## src/rtl/mac_via_if.sv

```systemverilog
// mac_via_if: CPU register bus, port pins and control lines of the VIA.
interface mac_via_if;
  logic cs, we, rd;
  logic [3:0] rs;
  logic [7:0] din, dout;
  logic [7:0] pa_in, pb_in, pa_out, pb_out, pa_ddr, pb_ddr;
  logic ca1, ca2, cb1, cb2, irq;
  modport master (
    output cs, we, rd, rs, din, pa_in, pb_in, ca1, ca2, cb1, cb2,
    input  dout, pa_out, pb_out, pa_ddr, pb_ddr, irq
  );
  modport slave (
    input  cs, we, rd, rs, din, pa_in, pb_in, ca1, ca2, cb1, cb2,
    output dout, pa_out, pb_out, pa_ddr, pb_ddr, irq
  );
endinterface

```

## src/rtl/mac_via.sv

```systemverilog
// mac_via: 6522-style VIA with ports, two 16-bit timers, control-line edge flags and IFR/IER.
module mac_via #(
  parameter int C_TICK_DIV = 10,
  parameter int C_SYNC_STAGES = 2
) (
  input  logic clk_cpu,
  input  logic reset,
  mac_via_if.slave bus
);
  localparam int DW = $clog2(C_TICK_DIV);
  logic [19:0] sync_q [C_SYNC_STAGES];
  logic [19:0] s;
  logic [7:0] pa_s, pb_s, pa_rd, pb_rd, dout_c;
  logic [4:0] cur, pol, prev_q, edge_q, edge_d;
  logic [DW-1:0] div_q, div_d;
  logic tick, irq_c, rd_s, t1_fire, t2_dec, t2_fire;
  logic [15:0] wr_en;
  logic [7:0] ora_q, ora_d, orb_q, orb_d, ddra_q, ddra_d, ddrb_q, ddrb_d;
  logic [7:0] sr_q, sr_d, acr_q, acr_d, pcr_q, pcr_d, t2l_q, t2l_d;
  logic [15:0] t1c_q, t1c_d, t1l_q, t1l_d, t2c_q, t2c_d;
  logic t1_arm_q, t1_arm_d, t2_arm_q, t2_arm_d, pb7_q, pb7_d;
  logic [6:0] ifr_q, ifr_d, ier_q, ier_d, ifr_set, ifr_clr;
  always_ff @(posedge clk_cpu) begin
    sync_q[0] <= reset ? '0 : {bus.cb2, bus.cb1, bus.ca2, bus.ca1, bus.pb_in, bus.pa_in};
    for (int k = 1; k < C_SYNC_STAGES; k++) sync_q[k] <= reset ? '0 : sync_q[k-1];
  end
  assign s = sync_q[C_SYNC_STAGES-1];
  assign pa_s = s[7:0];
  assign pb_s = s[15:8];
  // bit 4 is PB6, always counted on its falling edge
  assign cur = {pb_s[6], s[19:16]};
  assign pol = {1'b0, pcr_q[6], pcr_q[4], pcr_q[2], pcr_q[0]};
  assign edge_d = (cur & ~prev_q & pol) | (~cur & prev_q & ~pol);
  assign wr_en = (bus.cs && bus.we) ? 16'(1) << bus.rs : '0;
  assign rd_s = bus.cs && bus.rd;
  assign tick = div_q == DW'(C_TICK_DIV - 1);
  assign t1_fire = tick && t1c_q == '0 && t1_arm_q && !wr_en[5];
  assign t2_dec = acr_q[5] ? edge_q[4] : tick;
  assign t2_fire = t2_dec && t2c_q == '0 && t2_arm_q && !wr_en[9];
  assign ifr_set = {t1_fire, t2_fire, edge_q[2], edge_q[3], 1'b0, edge_q[0], edge_q[1]};
  assign ifr_clr = (wr_en[13] ? bus.din[6:0] : 7'h0)
                 | {wr_en[5] | wr_en[7] | (rd_s && bus.rs == 4'h4),
                    wr_en[9] | (rd_s && bus.rs == 4'h8), 3'b0,
                    {2{wr_en[1] | (rd_s && bus.rs == 4'h1)}}};
  always_comb begin
    div_d = tick ? '0 : div_q + 1'b1;
    ora_d = (wr_en[1] || wr_en[15]) ? bus.din : ora_q;
    orb_d = wr_en[0] ? bus.din : orb_q;
    ddrb_d = wr_en[2] ? bus.din : ddrb_q;
    ddra_d = wr_en[3] ? bus.din : ddra_q;
    sr_d = wr_en[10] ? bus.din : sr_q;
    acr_d = wr_en[11] ? bus.din : acr_q;
    pcr_d = wr_en[12] ? bus.din : pcr_q;
    t1l_d = {(wr_en[5] || wr_en[7]) ? bus.din : t1l_q[15:8],
             (wr_en[4] || wr_en[6]) ? bus.din : t1l_q[7:0]};
    t1c_d = wr_en[5] ? {bus.din, t1l_q[7:0]} : !tick ? t1c_q
          : (t1_fire && acr_q[6]) ? t1l_q : t1c_q - 1'b1;
    t1_arm_d = wr_en[5] || (t1_arm_q && !(t1_fire && !acr_q[6]));
    pb7_d = (wr_en[5] && !acr_q[6]) ? 1'b0 : !t1_fire ? pb7_q : acr_q[6] ? ~pb7_q : 1'b1;
    t2l_d = wr_en[8] ? bus.din : t2l_q;
    t2c_d = wr_en[9] ? {bus.din, t2l_q} : t2_dec ? t2c_q - 1'b1 : t2c_q;
    t2_arm_d = wr_en[9] || (t2_arm_q && !t2_fire);
    ifr_d = (ifr_q & ~ifr_clr) | ifr_set;
    ier_d = !wr_en[14] ? ier_q : bus.din[7] ? ier_q | bus.din[6:0] : ier_q & ~bus.din[6:0];
  end
  always_ff @(posedge clk_cpu) begin
    if (reset) begin
      {prev_q, edge_q, div_q, ora_q, orb_q, ddra_q, ddrb_q, sr_q, acr_q, pcr_q} <= '0;
      {t1c_q, t1l_q, t2c_q, t2l_q, t1_arm_q, t2_arm_q, ifr_q, ier_q} <= '0;
      pb7_q <= 1'b1;
    end else begin
      prev_q <= cur;
      edge_q <= edge_d;
      div_q <= div_d;
      {ora_q, orb_q, ddra_q, ddrb_q, sr_q, acr_q, pcr_q} <= {ora_d, orb_d, ddra_d, ddrb_d, sr_d, acr_d, pcr_d};
      {t1c_q, t1l_q, t2c_q, t2l_q, t1_arm_q, t2_arm_q} <= {t1c_d, t1l_d, t2c_d, t2l_d, t1_arm_d, t2_arm_d};
      {ifr_q, ier_q, pb7_q} <= {ifr_d, ier_d, pb7_d};
    end
  end
  assign irq_c = |(ifr_q & ier_q);
  assign pa_rd = (ora_q & ddra_q) | (pa_s & ~ddra_q);
  assign pb_rd = (orb_q & ddrb_q) | (pb_s & ~ddrb_q);
  always_comb begin
    dout_c = '0;
    case (bus.rs)
      4'h0: dout_c = acr_q[7] ? {pb7_q, pb_rd[6:0]} : pb_rd;
      4'h1: dout_c = pa_rd;
      4'h2: dout_c = ddrb_q;
      4'h3: dout_c = ddra_q;
      4'h4: dout_c = t1c_q[7:0];
      4'h5: dout_c = t1c_q[15:8];
      4'h6: dout_c = t1l_q[7:0];
      4'h7: dout_c = t1l_q[15:8];
      4'h8: dout_c = t2c_q[7:0];
      4'h9: dout_c = t2c_q[15:8];
      4'hA: dout_c = sr_q;
      4'hB: dout_c = acr_q;
      4'hC: dout_c = pcr_q;
      4'hD: dout_c = {irq_c, ifr_q};
      4'hE: dout_c = {1'b1, ier_q};
      4'hF: dout_c = pa_rd;
    endcase
  end
  assign bus.dout = dout_c;
  assign bus.irq = irq_c;
  assign bus.pa_out = ora_q;
  assign bus.pb_out = acr_q[7] ? {pb7_q, orb_q[6:0]} : orb_q;
  assign bus.pa_ddr = ddra_q;
  assign bus.pb_ddr = ddrb_q;
endmodule

```

## src/flat_wrapper.sv

```systemverilog
// flat-port wrapper written by rule: the top's interface ports become plain ports
module mac_via_flat 
#(
  parameter int C_TICK_DIV = 10,
  parameter int C_SYNC_STAGES = 2
)
  (clk_cpu, reset, bus_cs, bus_we, bus_rd, bus_rs, bus_din, bus_pa_in, bus_pb_in, bus_ca1, bus_ca2, bus_cb1, bus_cb2, bus_dout, bus_pa_out, bus_pb_out, bus_pa_ddr, bus_pb_ddr, bus_irq);
  mac_via_if bus_i ();
  input  logic clk_cpu;
  input  logic reset;
  input wire logic [$bits(bus_i.cs)-1:0] bus_cs;
  input wire logic [$bits(bus_i.we)-1:0] bus_we;
  input wire logic [$bits(bus_i.rd)-1:0] bus_rd;
  input wire logic [$bits(bus_i.rs)-1:0] bus_rs;
  input wire logic [$bits(bus_i.din)-1:0] bus_din;
  input wire logic [$bits(bus_i.pa_in)-1:0] bus_pa_in;
  input wire logic [$bits(bus_i.pb_in)-1:0] bus_pb_in;
  input wire logic [$bits(bus_i.ca1)-1:0] bus_ca1;
  input wire logic [$bits(bus_i.ca2)-1:0] bus_ca2;
  input wire logic [$bits(bus_i.cb1)-1:0] bus_cb1;
  input wire logic [$bits(bus_i.cb2)-1:0] bus_cb2;
  output wire logic [$bits(bus_i.dout)-1:0] bus_dout;
  output wire logic [$bits(bus_i.pa_out)-1:0] bus_pa_out;
  output wire logic [$bits(bus_i.pb_out)-1:0] bus_pb_out;
  output wire logic [$bits(bus_i.pa_ddr)-1:0] bus_pa_ddr;
  output wire logic [$bits(bus_i.pb_ddr)-1:0] bus_pb_ddr;
  output wire logic [$bits(bus_i.irq)-1:0] bus_irq;
  assign bus_i.cs = bus_cs;
  assign bus_i.we = bus_we;
  assign bus_i.rd = bus_rd;
  assign bus_i.rs = bus_rs;
  assign bus_i.din = bus_din;
  assign bus_i.pa_in = bus_pa_in;
  assign bus_i.pb_in = bus_pb_in;
  assign bus_i.ca1 = bus_ca1;
  assign bus_i.ca2 = bus_ca2;
  assign bus_i.cb1 = bus_cb1;
  assign bus_i.cb2 = bus_cb2;
  assign bus_dout = bus_i.dout;
  assign bus_pa_out = bus_i.pa_out;
  assign bus_pb_out = bus_i.pb_out;
  assign bus_pa_ddr = bus_i.pa_ddr;
  assign bus_pb_ddr = bus_i.pb_ddr;
  assign bus_irq = bus_i.irq;
  mac_via #(.C_TICK_DIV(C_TICK_DIV), .C_SYNC_STAGES(C_SYNC_STAGES)) u_core (.clk_cpu(clk_cpu), .reset(reset), .bus(bus_i));
endmodule
```

## config.mk

```make
export PLATFORM = sky130hd
export DESIGN_NAME = mac_via_flat
export DESIGN_NICKNAME = d
export VERILOG_FILES = /design/src/rtl/mac_via_if.sv /design/src/rtl/mac_via.sv /design/src/flat_wrapper.sv
export SDC_FILE = /design/constraint.sdc
export NUM_CORES = 1
export LEC_CHECK = 0
export BUFFER_PORTS_ARGS = -buffer_cell sky130_fd_sc_hd__buf_2
export CORE_UTILIZATION = 45
export CTS_CLUSTER_SIZE = 30
export DETAILED_ROUTE_END_ITERATION = 10
export SETUP_SLACK_MARGIN = 0.2
export SLEW_MARGIN = 25
export SYNTH_ARGS = -nofsm -noshare
export SYNTH_HDL_FRONTEND = slang
export SYNTH_SLANG_ARGS = --single-unit
```

## constraint.sdc

```tcl
create_clock -name clk_cpu -period 4.95 [get_ports clk_cpu]
set_input_delay 0.99 -clock clk_cpu [delete_from_list [all_inputs] [get_ports clk_cpu]]
set_output_delay 0.99 -clock clk_cpu [all_outputs]
set_load 0.01 [all_outputs]
```

Yosys cells after proc, flatten, opt, wreduce, memory -nomap -nowiden
Memory sizes are Yosys's and may differ from the RTL's.
Index checks and enable logic that the tools add are counted.
{"block": "word_totals", "register_bits": 143, "wordCells": 122, "output_inout_bits": 41, "input_bits": 37, "ramBits": 40, "n_memories": 1}
{"block": "classes", "n_reduce_logical": 35, "n_shift": 1, "n_eq_ne": 16, "addsub": 3, "n_mux": 17, "bitwise_logic": 29}
{"name": "u_core.sync_q", "words": 2, "width": 20, "read_ports": 2, "rd_ports_with_merged_regs": 0, "wr": 2, "line_no": "mac_via.sv:11", "source": "logic [19:0] sync_q [C_SYNC_STAGES];"}
{"cell": "8-bit case mux with 15 select lines", "count": 1}
{"cell": "16-bit 2-to-1 mux", "count": 6}
{"cell": "20-bit 2-to-1 mux", "count": 2}
{"cell": "4-bit equality test (second input constant)", "count": 9}
{"cell": "8-bit AND", "count": 4}
{"cell": "16-bit logical NOT", "count": 2}
{"cell": "16-bit by 1-bit subtractor with 16-bit output (second input constant)", "count": 2}
{"cell": "7-bit AND", "count": 3}
{"cell": "7-bit bitwise OR", "count": 3}
{"cell": "4-bit by 3-bit equality test with 1-bit output (second input constant)", "count": 4}
{"cell": "1-bit logical AND", "count": 16}
{"cell": "8-bit 2-to-1 mux", "count": 2}
{"cell": "8-bit NOT", "count": 2}
{"cell": "8-bit bitwise OR", "count": 2}
{"cell": "1-bit by 4-bit left shift with 16-bit output (first input constant)", "count": 1}
{"cell": "5-bit AND", "count": 3}
{"cell": "7-bit 2-to-1 mux", "count": 2}
{"cell": "7-bit NOT", "count": 2}
{"cell": "5-bit NOT", "count": 2}
{"cell": "4-bit by 2-bit equality test with 1-bit output (second input constant)", "count": 2}
{"cell": "7-bit OR reduction", "count": 1}
{"cell": "2-bit nonzero test", "count": 3}
{"cell": "5-bit by 4-bit AND with 5-bit output", "count": 1}
{"cell": "1-bit logical NOT", "count": 5}
{"cell": "other kinds (10)", "count": 21}

Depth between registers and ports, before layout
Gate-level depths: netlist of the first run.
{"block": "depth", "word_depth": 8, "ltp_mapped": 9, "ltp_nobuf": 8}

Worst setup path after synthesis of the first run
OpenSTA, ideal clock, no wires.
{"block": "synth_timing", "path_kind": "input port to output port", "from": "input bus_rs[2]", "to": "output bus_dout[1]", "cell_stages": 7, "path_slack_ns": 1.364, "arrival_time_ns": 2.596, "t_required_ns": 3.960, "path_buffers": 4, "path_cell_list": "clkbuf_1 -> clkbuf_1 -> buf_1 -> buf_1 -> nand2_1 -> o221ai_1 -> a2bb2oi_1"}
{"block": "synth_between", "elab_chain_len": 3, "elab_cells_between_ends": 18, "classes_between": "eq/ne (15); mux (1); reduce/logical (2)"}
{"item": "start: declaration", "line_no": "flat_wrapper.sv:14", "source": "input wire logic [$bits(bus_i.rs)-1:0] bus_rs;"}
{"item": "4-bit equality test or 4-bit by 1-bit equality test with 1-bit output (tied branches)", "line_no": "mac_via.sv:85", "source": "case (bus.rs)"}
{"item": "2-bit OR reduction (no line)"}
{"item": "8-bit case mux with 15 select lines (*)", "line_no": "mac_via.sv:85"}
{"item": "end: declaration", "line_no": "flat_wrapper.sv:22", "source": "output wire logic [$bits(bus_i.dout)-1:0] bus_dout;"}
Mark *: on every way between the ends. The rest lies on a longest branch, timed or not.

Worst setup path after layout of the first run
{"block": "layout_timing", "from": "input bus_rs[1]", "to": "output bus_dout[2]"}
Same word-level chain as after synthesis.

==> flow_metrics.tcl, run 1 <==
set metrics [dict create \
    p_switching_mw 0.826 \
    cts_buffers 17 \
    peakVddDrop_uv 233 \
    synth_top_area_cell "dfxtp_1" \
    final_common_cell "dfxtp_1" \
    r2r-start "u_core.t1c_q[2]" \
    cp_top_family "compound AO/OA/AOI/OAI gates" \
    syn2layout_area_growth_pct 12.4 \
    ys_types 73 \
    clk_latency_ns 0.44 \
    yosysSeqAreaShare_pct 42.6 \
    wl_met2_um 11800 \
    clock_power_share_pct 42.8 \
    finalWirelength_um 26500 \
    startpoint "bus_rs[1]" \
    wl_met1_um 12000 \
    n_antenna_cell 0 \
    synth_area_um2 8610 \
    cpMostUsedCell "buf_2" \
    status "finished, final reports clean" \
    reg2reg_slack_ns 2.16 \
    drive_above_1_share_pct 13.6 \
    slew_headroom_pct 32.3 \
    skew_ns 0.0101 \
    clk_pin_slew_worst_paths_ns 0.07 \
    start_util_pct 46.0 \
    final_cells 1281 \
    post_cts_resized 0 \
    finalSetupViolCount 0 \
    holdBufCountCts 0 \
    max-clock-path-buffers 2 \
    finalCritPeriodShare_pct 83.4 \
    switching_share_pct 26.8 \
    crit_path_end "bus_dout[2]" \
    coreArea_um2 18700 \
    reg2regPathDepth 6 \
    cts_tree "done" \
    yosys_warnings 0 \
    cts.sinks 183 \
    synth_flop_cell "dfxtp_1" \
    stdcell_area_um2 9670 \
    synth_fp_nets 1039 \
    crit_fanout 41 \
    crit_type "primary input to primary output" \
    grt_pass1_vias 6887 \
    cpPeakStageDelay_ns 0.58 \
    io_pins 78 \
    power_leakage_nw 3.83 \
    dpl_cell_area_um2 9110 \
    drv_slew 0 \
    avgViaCountPerCell 5.84 \
    layout_common_cells "dfxtp_1 (183), nor2_1 (144), mux2i_1 (91)" \
    clockRootBuffer "clkbuf_16" \
    synthTopCellsByArea "dfxtp_1 (43%), mux2i_1 (11%), nor2_1 (6.3%)" \
    first_pass_iters 7 \
    p_per_area_nw_per_um2 319 \
    drv_cap 0 \
    synth.avg_cell_area_um2 8.64 \
    hp-class "register to register" \
    grt_antenna_before_repair 0 \
    pwr-share-seq_pct 49.4 \
    htree_levels 4 \
    grt_overflow 0 \
    grt_max_degree 118 \
    row_count 50 \
    drt_iter0_markers 742 \
    die_area_um2 19700 \
    grt_pass1_wl_um 41000 \
    crit_arrival_ns 3.14 \
    cts_setup_buffers 0 \
    end_kind "primary output" \
    vias 7479 \
    synth_edf_count 0 \
    tightest_slew_ns 1.02 \
    die_h_um 140 \
    grt_usage_pct 27.5 \
    hold_viol 0 \
    port_buffers 77 \
    drt.antenna.violating_nets 0 \
    min_period_ns 4.13 \
    power_frac_comb_pct 7.8 \
    synth_top_cell_area_share_pct 42.6 \
    internal_power_mw 2.26 \
    place.gp.congestion 0.934 \
    grt_setup_unrepaired "false" \
    path_buf_inv 2 \
    cp-start-kind "primary input" \
    r2r_end "u_core.t1c_q[12]" \
    async_flop_share_pct 0 \
    fin_tns_setup_ns 0 \
    worstPathRequired_ns 3.96 \
    place_hpwl_um 18300 \
    cp_slowest_cell "buf_2" \
    max_clock_freq_mhz 242 \
    drc_errors 0 \
    cp_cell_sequence "buf_2 > nor3_1 > o21ai_1 > o22ai_1 > a211oi_1 > a22oi_1 > buf_2" \
    syn_inst 996 \
    place_inst 1249 \
    worst-path-stages 7 \
    die_w_um 140 \
    routed.top_layer "met4" \
    ys_seq_elements 183 \
    wl_per_cell_um 20.7 \
    nets 1077 \
    routed-wl-met3_um 1890 \
]
## cells in the mapped netlist (all sizes together) (10+ instances only)
master	instances
nand3	25
dfxtp	183
o21ai	33
a211oi	22
nor3	23
inv	13
mux2i	91
nand2	88
nor2	145
nor2b	54
xor2	12
a21oi	60
clkbuf	58
buf	16
a22oi	14
a31oi	18
mux2	10
## flip-flops by register name, indices dropped and copies added (netlist names), named ones only
| signal | count |
|---|---|
| u_core.prev_q | 5 |
| u_core.sync_q | 40 |
| u_core.t1l_q | 16 |
| u_core.div_q | 4 |
| u_core.t2l_q | 8 |
| u_core.bus.pb_ddr | 8 |
| u_core.pb7_q | 1 |
| u_core.orb_q | 8 |
| u_core.t2_arm_q | 1 |
| u_core.t1c_q | 16 |
| u_core.sr_q | 8 |
| u_core.bus.pa_out | 8 |
| u_core.edge_q | 5 |
| u_core.bus.pa_ddr | 8 |
| u_core.t1_arm_q | 1 |
| u_core.acr_q | 8 |
| u_core.t2c_q | 16 |
| u_core.pcr_q | 8 |
| u_core.ifr_q | 7 |
## cell type report
class,instances,area [µm²]
flip-flops and latches,183,3660
inverters,13,48.8
fillers,1775,9030
clock buffers,20,437
repair buffers,93,524
clock inverters,12,128
multi-input cells,726,4580
well taps,234,293
## power groups by stage
stage | Clock [mW] | Combinational [mW] | Sequential (mW)
finish | 1.32 | 0.241 | 1.52
global route | 1.40 | 0.259 | 1.52
CTS | 1.34 | 0.238 | 1.52
floorplan | 0 | 0.159 | 1.55
global placement | 0 | 0.236 | 1.56
detailed placement | 0 | 0.237 | 1.56
## how the worst min path moves through the flow
stage,depth (start not counted),start,to
2_1_floorplan,1,u_core.sync_q[0][34],u_core.edge_q[4]
3_3_place_gp,1,u_core.sync_q[0][5],u_core.sync_q[0][25]
3_5_place_dp,1,u_core.sync_q[0][16],u_core.sync_q[0][36]
4_1_cts,1,u_core.sync_q[0][16],u_core.sync_q[0][36]
5_1_grt,1,u_core.sync_q[0][19],u_core.sync_q[0][39]
6_report,1,u_core.sync_q[0][18],u_core.sync_q[0][38]
## metrics by stage
step                hold slack, ns  setup slack, ns  util (%)  power (mW)
finish                       0.439            0.819      51.7        3.08
detailed placement           0.422            0.913      48.7        1.79
floorplan                    0.410             1.36         -        1.71
global placement             0.417            0.974      48.7        1.79
CTS                          0.440            0.901      51.7        3.10
global route                 0.454            0.778      51.7        3.19
## routing by layer
layer	vias up	GRT usage, %
li1	3581	-
met1	3562	37.7
met2	289	42.9
met3	47	5.50
met4	0	10.0
met5	-	0
## logic make-up (layout without fill, tap and decap cells)
group / after synthesis / count (layout) / share of synthesized area [%]
compound gates: 204 / 204 / 15.7
buf+inv: 87 / 138 / 4.20
xor+xnor: 19 / 19 / 1.93
simple gates: 393 / 393 / 22.0
flops: 183 / 183 / 42.6
fa+ha+maj: 6 / 6 / 0.872
mux: 104 / 104 / 12.7
No activity file was read; power rests on OpenSTA's default activity.
==> inputs of run 2 (changes only) <==
--- a/config.mk
+++ b/config.mk
@@ -5,6 +5,7 @@
 export SDC_FILE = /design/constraint.sdc
 export NUM_CORES = 1
 export LEC_CHECK = 0
+export ABC_AREA = 1
 export BUFFER_PORTS_ARGS = -buffer_cell sky130_fd_sc_hd__buf_2
 export CORE_UTILIZATION = 45
 export CTS_CLUSTER_SIZE = 30
==> constraint.sdc (replaced) <==
create_clock -name clk_cpu -period 4.05 [get_ports clk_cpu]
set_input_delay 0.81 -clock clk_cpu [delete_from_list [all_inputs] [get_ports clk_cpu]]
set_output_delay 0.81 -clock clk_cpu [all_outputs]
set_load 0.01 [all_outputs]
==> run 2 against run 1 <==
The flow now finishes with violations (design-rule violations). Worst setup slack got worse by 0.20 ns. Clock skew fell by 0.0012 ns. Flip-flop and latch count did not move. Global-route usage rose by 0.13 points. Combinational power rose by 21%. Via count rose by 8.0%. Core utilization fell by 0.25 points. Critical path type unchanged. Largest power group unchanged.
==> flow_metrics.tcl, run 2 <==
set metrics [dict create \
    status "complete, but fails checks" \
    failed_checks "design-rule violations" \
    wl_per_cell_um 17.3 \
    post_cts_resized 0 \
    cpPeakStageDelay_ns 0.45 \
    cp_slowest_cell "nor4_1" \
    tightest_slew_ns 0.772 \
    end_kind "primary output" \
    io_pins 78 \
    syn2layout_area_growth_pct 12.4 \
    hold_viol 0 \
    ys_types 37 \
    max_clock_freq_mhz 292 \
    die_h_um 140 \
    ys_seq_elements 183 \
    cp_top_family "simple AND/OR/NAND/NOR gates" \
    synth_common_cells "nand2_1 (231), inv_1 (188), dfxtp_1 (183)" \
    grt_usage_pct 27.6 \
    die_area_um2 19600 \
    synth_top_area_cell "dfxtp_1" \
    drt.antenna.violating_nets 0 \
    crit_arrival_ns 2.62 \
    grt_use_met2_pct 43.5 \
    hp-start "u_core.sync_q[0][4]" \
    drv_slew 0 \
    cts_buffers 17 \
    reg2regPathDepth 7 \
    syn_inst 1235 \
    row_count 50 \
    coreArea_um2 18700 \
    avgViaCountPerCell 5.29 \
    hp-class "register to register" \
    layout_common_cells "nand2_1 (231), inv_1 (187), dfxtp_1 (183)" \
    crit_fanout 11 \
    async_flop_share_pct 0 \
    vias 8074 \
    r2r_end "u_core.ifr_q[5]" \
    finalWirelength_um 26500 \
    synth_flop_cell "dfxtp_1" \
    r2r-start "u_core.div_q[0]" \
    synthTopCellsByArea "dfxtp_1 (43%), nand2_1 (10%), inv_1 (8.2%)" \
    final_common_cell "nand2_1" \
    skew_ns 0.00891 \
    peakVddDrop_uv 310 \
    grt_antenna_before_repair 0 \
    cts_tree "done" \
    crit_type "primary input to primary output" \
    synth_area_um2 8560 \
    startpoint "bus_rs[0]" \
    nets 1323 \
    synth_edf_count 0 \
    n_antenna_cell 0 \
    grt_pass1_wl_um 41000 \
    power_leakage_nw 4.11 \
    place.gp.congestion 0.921 \
    drt_iter0_markers 699 \
    cts.sinks 183 \
    largest_reg_flops 40 \
    port_buffers 77 \
    slew_headroom_pct 48.5 \
    grt_overflow 0 \
    drc_errors 1 \
    place_inst 1495 \
    busiest_layer "met2" \
    grt_use_met3_pct 5.40 \
    first_pass_iters 8 \
    finalSetupViolCount 0 \
    clockRootBuffer "clkbuf_16" \
    grt_pass1_vias 7325 \
    synth_fp_nets 1278 \
    synth.most_common_cell "nand2_1" \
    cp-start-kind "primary input" \
    hold_depth 2 \
    start_util_pct 45.8 \
    die_w_um 140 \
    path_buf_inv 3 \
    yosys_warnings 0 \
    finalCritPeriodShare_pct 84.6 \
    met1_usage_pct 37.6 \
    drive_above_1_share_pct 10.8 \
    cp_cell_sequence "buf_2 > nor2_1 > nand2_1 > inv_1 > nand2_1 > nand4_1 > nor4_1 > nand3_1 > buf_2" \
    top_register "u_core.sync_q" \
    place_hpwl_um 18800 \
    synth_top_cell_area_share_pct 42.8 \
    fill_cells 1896 \
    synth.avg_cell_area_um2 6.93 \
    grt_setup_unrepaired "false" \
    clk_latency_ns 0.44 \
    p_per_area_nw_per_um2 404 \
    drv_cap 0 \
    worstPathRequired_ns 3.24 \
    fin_tns_setup_ns 0 \
    grt_max_degree 98 \
    hold_path_end "u_core.sync_q[0][24]" \
    clk_pin_slew_worst_paths_ns 0.07 \
    cts_setup_buffers 0 \
    holdBufCountCts 0 \
    final_cells 1527 \
    htree_levels 4 \
    min_period_ns 3.43 \
    reg2reg_slack_ns 1.83 \
    max-clock-path-buffers 2 \
    yosysSeqAreaShare_pct 42.8 \
]
[run 2: per-layer routing]
layer,up-vias,wire (µm)
met5,-,0
met1,3712,12300
met2,243,11900
li1,4087,-
met4,0,550
met3,32,1730
[run 2: worst register-to-register path, stage by stage, from the launching register on]
cell and delay [ns]:
dfxtp_1 0.38, ha_1 0.19, nand3_1 0.16, o21ai_1 0.43, nand2_1 0.19, nor4_1 0.60
a21oi_1 0.09, nor2_1 0.12
[run 2: logic make-up (layout without fill, tap and decap cells)]
group	after synthesis	count (layout)	synth area share, %
and+or+nand+nor	492	492	24.3
AOI/OAI and AO/OA	281	281	17.8
buffers and inverters	251	309	11.9
DFF	183	183	42.8
xor gates and xnor gates	19	19	1.94
adders and majority gates	6	6	0.877
muxes	3	3	0.351
[run 2: how the worst max path moves through the flow]
stage,cells past startpoint,end,slack (ns)
6_report,9,bus_dout[2],0.62
5_1_grt,10,bus_dout[2],0.54
4_1_cts,9,bus_dout[2],0.64
3_5_place_dp,9,bus_dout[2],0.65
3_3_place_gp,9,bus_dout[2],0.69
2_1_floorplan,9,bus_dout[6],1.37
[run 2: area by class of cell]
type | count | area (µm²) | area share (%)
repair buffers | 86 | 459 | 4.77
well taps | 234 | 293 | 3.04
flip-flops and latches | 183 | 3660 | 38.1
clock buffers | 18 | 439 | 4.56
multi-input cells | 801 | 3880 | 40.3
inverters | 191 | 717 | 7.45
clock inverters | 14 | 176 | 1.83
[run 2: power by group]
group | internal [mW] | leakage [nW] | switching (mW)
Sequential | 1.84 | 1.49 | 0.0213
Combinational | 0.0881 | 2.32 | 0.204
Clock | 0.907 | 0.302 | 0.830
[run 2: through the flow]
step	hold slack [ns]	setup slack [ns]	area, µm²	utilization, %	power, mW
final	0.402	0.623	9630	51.5	3.89
after global routing	0.424	0.536	9630	51.5	4.01
after CTS	0.402	0.641	9620	51.4	3.91
after detailed placement	0.392	0.647	9010	48.2	2.19
after global placement	0.390	0.692	9010	48.2	2.19
after floorplan	0.388	1.37	8560	-	2.09
==> inputs of run 3 (changes only) <==
--- a/config.mk
+++ b/config.mk
@@ -10,6 +10,7 @@
 export CORE_UTILIZATION = 45
 export CTS_CLUSTER_SIZE = 30
 export DETAILED_ROUTE_END_ITERATION = 10
+export PLACE_DENSITY = 0.66
 export SETUP_SLACK_MARGIN = 0.2
 export SLEW_MARGIN = 25
 export SYNTH_ARGS = -nofsm -noshare
==> constraint.sdc (replaced) <==
create_clock -name clk_cpu -period 3.14 [get_ports clk_cpu]
set_input_delay 0.628 -clock clk_cpu [delete_from_list [all_inputs] [get_ports clk_cpu]]
set_output_delay 0.628 -clock clk_cpu [all_outputs]
set_load 0.01 [all_outputs]
==> run 3 against run 2 <==
The flow now finishes without violations. Count of clock-buffer cells in the layout unchanged. Sequential power up 29%. Core utilization up 0.11 points. Worst hold slack worse by 0.024 ns. Register-to-register slack worse by 0.77 ns. First-iteration DRC count down 1.0%. Clock power up 25%. Largest cell class unchanged. Largest power group unchanged. Highest routed layer unchanged.
==> flow_metrics.tcl, run 3 (synthesis gave the netlist of run 2 again) <==
set metrics [dict create \
    clk_pin_slew_worst_paths_ns 0.08 \
    avgViaCountPerCell 5.35 \
    cp_slowest_cell "nor3_1" \
    hold_viol 0 \
    max_clock_freq_mhz 353 \
    power_frac_comb_pct 7.7 \
    pwr-share-seq_pct 48.4 \
    grt_use_met2_pct 43.3 \
    fill_cells 1882 \
    final-seq-area_um2 3660 \
    finalSetupViolCount 0 \
    coreArea_um2 18700 \
    wl_per_cell_um 17.4 \
    cp_cell_sequence "buf_2 > nand2_1 > inv_1 > nand2_1 > o22ai_1 > nor3_1 > o211ai_1 > buf_2" \
    first_pass_iters 5 \
    busiest_layer "met2" \
    max-clock-path-buffers 2 \
    vias 8167 \
    internal_power_mw 3.59 \
    skew_ns 0.00942 \
    clock_power_share_pct 44.0 \
    grt_use_met3_pct 5.74 \
    largest_reg_flops 40 \
    grt_max_degree 78 \
    place_hpwl_um 18900 \
    power_leakage_nw 4.11 \
    die_w_um 140 \
    grt_overflow 0 \
    port_buffers 77 \
    clockRootBuffer "clkbuf_16" \
    n_antenna_cell 0 \
    grt_usage_pct 27.7 \
    drc_errors 0 \
    power_mw 4.96 \
    nets 1323 \
    drt_iter0_markers 692 \
    crit_type "primary input to primary output" \
    cpPeakStageDelay_ns 0.36 \
    finalWirelength_um 26600 \
    io_pins 78 \
    drt.antenna.violating_nets 0 \
    hp-class "primary input to register" \
    die_area_um2 19600 \
    peakVddDrop_uv 376 \
    status "finished, final reports clean" \
    slew_headroom_pct 43.1 \
    grt_antenna_before_repair 0 \
    drive_above_1_share_pct 11.0 \
    grt_pass1_vias 7470 \
    end_kind "primary output" \
    p_per_area_nw_per_um2 514 \
    fin_tns_setup_ns 0 \
    crit_fanout 8 \
    cp-start-kind "primary input" \
    drv_slew 0 \
    cts_tree "done" \
    crit_arrival_ns 2.20 \
    finalCritPeriodShare_pct 90.2 \
    met1_usage_pct 37.9 \
    worstPathRequired_ns 2.51 \
    p_switching_mw 1.37 \
    top_register "u_core.sync_q" \
    tightest_slew_ns 0.854 \
    htree_levels 4 \
    cts.sinks 183 \
    grt_setup_unrepaired "false" \
    drv_cap 0 \
    multi_input_area_um2 3890 \
    min_period_ns 2.83 \
    start_util_pct 45.8 \
    row_count 50 \
    reg2reg_slack_ns 1.06 \
    place.gp.congestion 0.951 \
    final_common_cell "nand2_1" \
    layout_common_cells "nand2_1 (230), inv_1 (187), dfxtp_1 (183)" \
    die_h_um 140 \
    cts_buffers 17 \
    grt_pass1_wl_um 41300 \
    switching_share_pct 27.7 \
    clk_latency_ns 0.44 \
    cts_setup_buffers 0 \
    holdBufCountCts 0 \
    syn2layout_area_growth_pct 12.7 \
]
## run 3: cell types whose count changed in the layout (fill, tap and decap cells not counted)
cell,before,now
nor2_1,123,121
bufinv_16,1,0
buf_6,1,0
clkinv_8,3,7
inv_6,4,3
nand2_1,231,230
nand2_2,4,5
buf_12,0,1
inv_8,4,2
nor2_2,7,9
## run 3: layout make-up
type	instances	area share, %
Clock buffer	18	4.55
Clock inverter	14	1.87
Inverter	191	7.43
Multi-Input combinational cell	801	40.3
Sequential cell	183	38.0
Tap cell	234	3.04
Timing Repair Buffer	86	4.85
## run 3: path summary, 6_finish.rpt
check | start | cells after the start | endpoint
worst max register to register | u_core.div_q[0] | 7 | u_core.ifr_q[5]
worst min-delay path | bus_ca2 | 3 | u_core.sync_q[0][17]
worst min register to register | u_core.sync_q[0][1] | 2 | u_core.sync_q[0][21]
worst max-delay path | bus_rs[0] | 8 | bus_dout[6]
## run 3: metal layers
metal / up-vias / routed length [µm] / share of wire [%]
li1: 4072 / - / -
met4: 0 / 668 / 2.5
met3: 50 / 1820 / 6.8
met5: - / 0 / 0
met1: 3731 / 12300 / 46
met2: 314 / 11800 / 44
## run 3: metrics by stage
stage | setup WS [ns] | utilization [%] | instances | hold slack, ns | instance area, µm²
after floorplan | 0.825 | - | 1235 | 0.388 | 8560
after global placement | 0.311 | 48.2 | 1495 | 0.390 | 9020
after detailed placement | 0.323 | 48.2 | 1495 | 0.394 | 9020
after CTS | 0.299 | 51.5 | 1527 | 0.367 | 9640
after global routing | 0.211 | 51.6 | 1527 | 0.369 | 9650
final | 0.307 | 51.6 | 1527 | 0.378 | 9650
## run 3: power by group through the flow
stage	registers, mW	clock network [mW]	logic (mW)
finish	2.40	2.18	0.380
global route	2.40	2.31	0.425
CTS	2.40	2.21	0.375
detailed placement	2.45	0	0.371
global placement	2.45	0	0.367
floorplan	2.45	0	0.247
## run 3: worst max-delay path: cells and delay by family
family          cells  cell delay [ns]
compound gates      2             0.38
simple gates        3             0.74
buf+inv             3             0.45
## run 3: what timing repair did
action / in CTS / in global routing
gates resized for setup: 0 / 3
endpoints found under the setup margin: 0 / 2
hold endpoints to repair: 0 / 0
